File: src/rtl/ustore_fetch_if.sv
// Handshake bundle between the uPC sequencer / microcode ROM side and the
// control-store fetch stage. The fetch stage uses the slave view.
interface ustore_fetch_if #(
  parameter int AW = 8,
  parameter int DW = 24,
  parameter int CW = 16
) ();
  logic          run;
  logic          step;
  logic [AW-1:0] upc_addr;
  logic          upc_req;
  logic [AW-1:0] rom_addr;
  logic          rom_rd;
  logic [DW-1:0] rom_data;
  logic          rom_ack;
  logic [DW-1:0] uword;
  logic          uword_valid;
  logic          busy;
  logic          timeout_err;
  logic [CW-1:0] fetch_count;

  modport slave (
    input  run, step, upc_addr, upc_req, rom_data, rom_ack,
    output rom_addr, rom_rd, uword, uword_valid, busy, timeout_err, fetch_count
  );

  modport master (
    output run, step, upc_addr, upc_req, rom_data, rom_ack,
    input  rom_addr, rom_rd, uword, uword_valid, busy, timeout_err, fetch_count
  );
endinterface

File: src/rtl/ustore_fetch.sv
// Control-store fetch stage: issues one microcode ROM read per request, waits
// for the acknowledge with a bounded timeout and presents the captured word.
module ustore_fetch #(
  parameter int AW      = 8,
  parameter int DW      = 24,
  parameter int TIMEOUT = 15,
  parameter int CW      = 16
) (
  input  logic          clk,
  input  logic          rst,
  ustore_fetch_if.slave bus
);

  typedef enum logic [2:0] {
    S_IDLE    = 3'd0,
    S_ISSUE   = 3'd1,
    S_WAIT    = 3'd2,
    S_PRESENT = 3'd3,
    S_ERR     = 3'd4
  } state_e;

  localparam logic [7:0]    WAIT_LAST = 8'(TIMEOUT - 1);
  localparam logic [CW-1:0] CNT_ONE   = {{(CW-1){1'b0}}, 1'b1};

  state_e        state_q;
  logic [AW-1:0] rom_addr_q;
  logic          rom_rd_q;
  logic [DW-1:0] uword_q;
  logic          uword_valid_q;
  logic          busy_q;
  logic          timeout_err_q;
  logic [CW-1:0] fetch_count_q;
  logic [CW-1:0] fetch_count_d;
  logic [7:0]    wait_cnt_q;
  logic [7:0]    wait_cnt_d;
  logic          go_s;
  logic          wait_last_s;

  // Start qualification and counter increments.
  always_comb begin
    go_s          = bus.upc_req & (bus.run | bus.step);
    wait_last_s   = (wait_cnt_q == WAIT_LAST);
    wait_cnt_d    = wait_cnt_q + 8'd1;
    fetch_count_d = fetch_count_q + CNT_ONE;
  end

  // Fetch sequencer; every output is registered on entry to the state it belongs to.
  always_ff @(posedge clk) begin
    if (rst) begin
      state_q       <= S_IDLE;
      rom_addr_q    <= {AW{1'b0}};
      rom_rd_q      <= 1'b0;
      uword_q       <= {DW{1'b0}};
      uword_valid_q <= 1'b0;
      busy_q        <= 1'b0;
      timeout_err_q <= 1'b0;
      fetch_count_q <= {CW{1'b0}};
      wait_cnt_q    <= 8'd0;
    end else begin
      case (state_q)
        S_IDLE: begin
          uword_valid_q <= 1'b0;
          if (go_s) begin
            rom_addr_q <= bus.upc_addr;
            rom_rd_q   <= 1'b1;
            busy_q     <= 1'b1;
            state_q    <= S_ISSUE;
          end else begin
            rom_rd_q <= 1'b0;
            busy_q   <= 1'b0;
          end
        end

        // An ack seen while the strobe is still up is too early and ignored.
        S_ISSUE: begin
          rom_rd_q   <= 1'b0;
          busy_q     <= 1'b1;
          wait_cnt_q <= 8'd0;
          state_q    <= S_WAIT;
        end

        S_WAIT: begin
          rom_rd_q <= 1'b0;
          if (bus.rom_ack) begin
            uword_q       <= bus.rom_data;
            uword_valid_q <= 1'b1;
            fetch_count_q <= fetch_count_d;
            state_q       <= S_PRESENT;
          end else if (wait_last_s) begin
            uword_q       <= {DW{1'b0}};
            timeout_err_q <= 1'b1;
            busy_q        <= 1'b0;
            state_q       <= S_ERR;
          end else begin
            wait_cnt_q <= wait_cnt_d;
          end
        end

        // Back-to-back issue straight from PRESENT keeps the 3-cycle cadence.
        S_PRESENT: begin
          uword_valid_q <= 1'b0;
          if (go_s) begin
            rom_addr_q <= bus.upc_addr;
            rom_rd_q   <= 1'b1;
            busy_q     <= 1'b1;
            state_q    <= S_ISSUE;
          end else begin
            rom_rd_q <= 1'b0;
            busy_q   <= 1'b0;
            state_q  <= S_IDLE;
          end
        end

        S_ERR: begin
          rom_rd_q      <= 1'b0;
          uword_q       <= {DW{1'b0}};
          uword_valid_q <= 1'b0;
          busy_q        <= 1'b0;
          timeout_err_q <= 1'b1;
          state_q       <= S_ERR;
        end

        default: begin
          rom_rd_q      <= 1'b0;
          uword_valid_q <= 1'b0;
          busy_q        <= 1'b0;
          state_q       <= S_IDLE;
        end
      endcase
    end
  end

  assign bus.rom_addr    = rom_addr_q;
  assign bus.rom_rd      = rom_rd_q;
  assign bus.uword       = uword_q;
  assign bus.uword_valid = uword_valid_q;
  assign bus.busy        = busy_q;
  assign bus.timeout_err = timeout_err_q;
  assign bus.fetch_count = fetch_count_q;

endmodule

File: src/flat_wrapper.sv
// flat-port wrapper written by rule: the top's interface ports become plain ports
module ustore_fetch_flat 
#(
  parameter int AW      = 8,
  parameter int DW      = 24,
  parameter int TIMEOUT = 15,
  parameter int CW      = 16
)
  (clk, rst, bus_run, bus_step, bus_upc_addr, bus_upc_req, bus_rom_data, bus_rom_ack, bus_rom_addr, bus_rom_rd, bus_uword, bus_uword_valid, bus_busy, bus_timeout_err, bus_fetch_count);
  ustore_fetch_if #(.AW(AW), .DW(DW), .CW(CW)) bus_i ();
  input  logic clk;
  input  logic rst;
  input wire logic [$bits(bus_i.run)-1:0] bus_run;
  input wire logic [$bits(bus_i.step)-1:0] bus_step;
  input wire logic [$bits(bus_i.upc_addr)-1:0] bus_upc_addr;
  input wire logic [$bits(bus_i.upc_req)-1:0] bus_upc_req;
  input wire logic [$bits(bus_i.rom_data)-1:0] bus_rom_data;
  input wire logic [$bits(bus_i.rom_ack)-1:0] bus_rom_ack;
  output wire logic [$bits(bus_i.rom_addr)-1:0] bus_rom_addr;
  output wire logic [$bits(bus_i.rom_rd)-1:0] bus_rom_rd;
  output wire logic [$bits(bus_i.uword)-1:0] bus_uword;
  output wire logic [$bits(bus_i.uword_valid)-1:0] bus_uword_valid;
  output wire logic [$bits(bus_i.busy)-1:0] bus_busy;
  output wire logic [$bits(bus_i.timeout_err)-1:0] bus_timeout_err;
  output wire logic [$bits(bus_i.fetch_count)-1:0] bus_fetch_count;
  assign bus_i.run = bus_run;
  assign bus_i.step = bus_step;
  assign bus_i.upc_addr = bus_upc_addr;
  assign bus_i.upc_req = bus_upc_req;
  assign bus_i.rom_data = bus_rom_data;
  assign bus_i.rom_ack = bus_rom_ack;
  assign bus_rom_addr = bus_i.rom_addr;
  assign bus_rom_rd = bus_i.rom_rd;
  assign bus_uword = bus_i.uword;
  assign bus_uword_valid = bus_i.uword_valid;
  assign bus_busy = bus_i.busy;
  assign bus_timeout_err = bus_i.timeout_err;
  assign bus_fetch_count = bus_i.fetch_count;
  ustore_fetch #(.AW(AW), .DW(DW), .TIMEOUT(TIMEOUT), .CW(CW)) u_core (.clk(clk), .rst(rst), .bus(bus_i));
endmodule
File: config.mk
export PLATFORM = sky130hd
export DESIGN_NAME = ustore_fetch_flat
export DESIGN_NICKNAME = d
export VERILOG_FILES = /design/src/rtl/ustore_fetch_if.sv /design/src/rtl/ustore_fetch.sv /design/src/flat_wrapper.sv
export SDC_FILE = /design/constraint.sdc
export NUM_CORES = 1
export LEC_CHECK = 0
export ABC_AREA = 1
export CORE_MARGIN = 2
export CORE_UTILIZATION = 50
export CTS_CLUSTER_DIAMETER = 40
export DETAILED_ROUTE_END_ITERATION = 10
export PLACE_DENSITY = 0.85
export SYNTH_ARGS = -nofsm -noshare
export SYNTH_HDL_FRONTEND = slang
export SYNTH_SLANG_ARGS = --single-unit
File: constraint.sdc
create_clock -name clk -period 2.9 [get_ports clk]
set_input_delay 0.58 -clock clk [delete_from_list [all_inputs] [get_ports clk]]
set_output_delay 0.58 -clock clk [all_outputs]
set_load 0.02 [all_outputs]
[After elaboration in Yosys (flattened, before gate mapping)]
Cells that the tools add are included.
Word-level totals
  output and inout port bits: 52
  register bits after elaboration: 63
  word-level logic and storage cells: 59
Operators by class
  mux-type cells: 20
  eq/ne operators: 11
  $add $sub $neg: 2
  reductions and logical operators: 13
  bitwise logic cells: 4
Operators with widths (count)
  $mux W24: 2
  $pmux W24 S2: 1
  $add A16 B1 Y16 const B: 1
  $mux W8: 2
  $pmux W8 S2: 1
  $pmux W3 S5: 1
  $reduce_and A2 Y1: 6
  $mux W3: 3
  $add A8 B1 Y8 const B: 1
  $eq A8 B4 Y1 const B: 1
  $mux W1: 7
  $eq A3 B2 Y1 const B: 2
  $ne A2 B2 Y1 const B: 3
  $reduce_and A3 Y1: 2
  $ne A2 B1 Y1 const B: 2
  $pmux W1 S2: 2
  $reduce_bool A2 Y1: 2
  $reduce_or A2 Y1: 2
  $eq A3 B1 Y1 const B: 1
  $eq A3 B3 Y1 const B: 1
  $logic_not A3 Y1: 1
  $ne A3 B2 Y1 const B: 1
  $pmux W1 S3: 1
  $not A1 Y1: 2
  2 further kinds: 2

[Depth between registers and ports, before layout]
  depth in word-level cells: 4
  depth in mapped cells: 11

[Worst setup path after synthesis]
Ideal clock, no wire load.
  path type: reg2reg
  start point: reg u_core.fetch_count_q[3] (netlist: u_core.bus.fetch_count[3])
  end point: reg u_core.fetch_count_q[13] (netlist: u_core.bus.fetch_count[13])
  required time: 2.783 ns
  path slack: 1.470 ns
  arrival: 1.313 ns
  clock period less this slack: 1.430 ns
  stages on the path, launching flop included: 8
  cell sequence: dfxtp_1 > nand2_1 > nor2_1 > inv_1 > nor2_1 > nand2_1 > o21ai_0 > nor2_1
Between the ends
  longest elaborated chain between the ends: 1
RTL lines
  from (decl): RTL line ustore_fetch.sv:32  | logic [CW-1:0] fetch_count_q;
  from (signal assigned): RTL line ustore_fetch.sv:57  | fetch_count_q <= {CW{1'b0}};
  from (signal assigned): RTL line ustore_fetch.sv:87  | fetch_count_q <= fetch_count_d;
  $add A16 B1 Y16: RTL line ustore_fetch.sv:44  | fetch_count_d = fetch_count_q + CNT_ONE;
No other way between the ends.
A chain may end at the register's enable or synchronous reset.

[Worst setup path after layout]
  start point: reg u_core.fetch_count_q[0] (netlist: u_core.bus.fetch_count[0])
  end point: out bus_fetch_count[0]
RTL lines
  to (decl): RTL line flat_wrapper.sv:25  | output wire logic [$bits(bus_i.fetch_count)-1:0] bus_fetch_count;
No word-level cell between the ends.

==> impl_metrics.tcl <==
set metrics [dict create \
    cp_slowest_stage_delay_ps 640 \
    p_leak_nw 1.63 \
    path_clk_slew_ps 80 \
    cts_buffer_depth 2 \
    cts_resized 0 \
    first_iter_violations 151 \
    hold_path.class "reg2reg" \
    row_count 27 \
    slew_headroom_pct 61.4 \
    startpoint_type "register" \
    cts_buffers 9 \
    netlist_instances 440 \
    crit_chain "clkdlybuf4s50_1" \
    clk_latency_ps 340 \
    die_area_um2 6500 \
    drt-pass1-iter-count 4 \
    ctsHtreeMaxLevel 3 \
    nets 565 \
    root_buffer "clkbuf_8" \
    cp.arrival_ps 1420 \
    cts_hold_buffers 0 \
    hold_violations 0 \
    drt-total-wl_mm 7.17 \
    drive_gt1_share_pct 5.29 \
    fin_hold_ws_ps 454 \
    critical_path_class "reg2out" \
    ys_ff_latch 63 \
    worstPathMaxFanout 4 \
    total_power_mw 2.83 \
    syn_nets 481 \
    fin_skew_ps 10.8 \
    routabilityCongestion 0.885 \
    cts_tree "yes" \
    rsz0062_at_grt "no" \
    seq_area_frac_synth_pct 42.9 \
    vdd_drop_max_mv 0.478 \
    initial_core_util_pct 52.7 \
    drv_cap 0 \
    finalWorstSetupSlack_ps 903 \
    grt_max_degree 44 \
    min_period_ps 2000 \
    post-place-ws_ps 739 \
    vias_per_cell 4.95 \
    syn_to_final_growth_pct 37.7 \
    yosysWarnings 0 \
    synth_area_per_cell_um2 6.68 \
    antenna_found_initial 0 \
    drc_errors 0 \
    final_antenna_net_count 0 \
    period_share_pct 68.8 \
    cpLargestDelayFamily "buffers and inverters" \
    cp-end-kind "output port" \
    synth.cell_area_um2 2940 \
    ioPinCount 90 \
    antenna_cells 0 \
    vias 2975 \
    grt_overflow 0 \
    core_um2 5570 \
    die_w_um 80.7 \
    drt-wirelength-per-cell_um 11.9 \
    worstPathRequired_ps 2320 \
    status "finished, final reports clean" \
    post_cts_buffers 0 \
    n_fill_cell 455 \
    slowest_stage "clkdlybuf4s50_1" \
    slew_violations 0 \
    fin_cells 601 \
    grt_pass1_vias 2675 \
    hpwlAfterDp_mm 5.01 \
    pwr_density_cell_nw_per_um2 698 \
    grt_pass1_wl_mm 11.6 \
    fin_setup_tns_ps 0 \
    cts.sinks 63 \
    tightest_slew_ps 579 \
    max_freq_mhz 501 \
    dp_cells 585 \
    die_h_um 80.7 \
    grt_use_total_pct 22.8 \
    yosysUniqueCellTypes 23 \
    setup_viol 0 \
    portBuffers 89 \
    cp_num_buf_inv 1 \
]
worst paths after layout:
check / startpoint / end / slack, ps / cells past startpoint
worst max-delay path: u_core.bus.fetch_count[0]$_SDFFE_PP0P_ / bus_fetch_count[0] / 900 / 1
worst min-delay path: u_core.bus.timeout_err$_SDFFE_PP0P_ / u_core.bus.timeout_err$_SDFFE_PP0P_ / 450 / 2
worst max register to register: u_core.wait_cnt_q[0]$_SDFFE_PP0P_ / u_core.wait_cnt_q[7]$_SDFFE_PP0P_ / 1110 / 10
worst min register to register: u_core.bus.timeout_err$_SDFFE_PP0P_ / u_core.bus.timeout_err$_SDFFE_PP0P_ / 450 / 2
cell families (layout without fill, tap and decap cells):
family,after synthesis,after routing,synth area share [%]
simple gates,233,233,33.9
fa+ha+maj,3,3,1.28
flops,63,63,42.9
compound gates,63,63,10.9
buf+inv,77,166,10.7
xor+xnor,1,1,0.298
sequential cells by signal, summed over array words and instances, names as in the netlist:
| register | flops |
|---|---|
| u_core.bus.rom_rd | 1 |
| u_core.bus.timeout_err | 1 |
| u_core.bus.fetch_count | 16 |
| u_core.bus.rom_addr | 8 |
| u_core.bus.uword | 24 |
| u_core.state_q | 3 |
| u_core.bus.uword_valid | 1 |
| u_core.bus.busy | 1 |
| u_core.wait_cnt_q | 8 |
cells in the mapped netlist (all sizes together):
master  count  share of area [%]
a21oi      47                8.0
a22oi       1               0.26
a31oi       1               0.21
buf        10                2.1
clkbuf      8                1.0
dfxtp      63                 43
ha          3                1.3
inv        59                7.5
nand2     103                 14
nand3      52                9.3
nand4       2               0.64
nor2       73                9.8
nor3        3               0.51
o21ai      14                2.4
xor2        1               0.30
where the power goes:
group / switching [mW] / leakage, nW / internal [mW]
registers: 0.0732 / 0.510 / 0.982
logic: 0.622 / 1.02 / 0.372
clock network: 0.370 / 0.100 / 0.407
layer usage:
| metal | GRT usage, % | up-vias | part of all wire (%) |
|---|---|---|---|
| li1 | - | 1554 | - |
| met1 | 27.2 | 1333 | 45 |
| met2 | 38.6 | 82 | 48 |
| met3 | 6.40 | 6 | 5.9 |
| met4 | 9.15 | 0 | 1.2 |
| met5 | 0 | - | 0 |
per-stage QoR:
step	util (%)	area, µm²
detailed placement	68.9	3840
global placement	68.9	3840
finish	72.6	4050
floorplan	-	2940
CTS	72.6	4050
global route	72.6	4050
worst reg2reg max path, delay by kind of cell (launching register included):
family / cells / cell delay, ps
simple gates: 8 / 1020
flops: 1 / 390
fa+ha+maj: 1 / 200
buf+inv: 1 / 80
final cells by class:
cell class	count	area (µm²)	area share, %
Clock buffer	9	124	3.06
Clock inverter	7	81.3	2.01
Inverter	59	221	5.47
Multi-Input combinational cell	300	1360	33.7
Sequential cell	63	1260	31.2
Tap cell	72	90.1	2.23
Timing Repair Buffer	91	906	22.4
cell usage in the layout (no fill, tap or decap):
cell type | Yosys | layout
nand2_1 | 98 | 98
clkdlybuf4s50_1 | 0 | 89
nor2_1 | 70 | 70
dfxtp_1 | 63 | 63
inv_1 | 59 | 59
nand3_1 | 51 | 51
a21oi_1 | 47 | 47
o21ai_0 | 13 | 13
clkbuf_8 | 0 | 9
nand2_2 | 4 | 4
nor3_1 | 3 | 3
ha_1 | 3 | 3
clkinv_4 | 0 | 3
nor2_2 | 2 | 2
inv_6 | 0 | 2
buf_4 | 5 | 2
nand3_4 | 1 | 1
nand4_2 | 1 | 1
a31oi_1 | 1 | 1
nand2_4 | 1 | 1
a22oi_1 | 1 | 1
o21ai_1 | 1 | 1
nor2_4 | 1 | 1
xor2_1 | 1 | 1
nand4_1 | 1 | 1
clkinvlp_4 | 0 | 1
bufinv_16 | 0 | 1
Note: power is estimated with default switching activity, not from simulation.
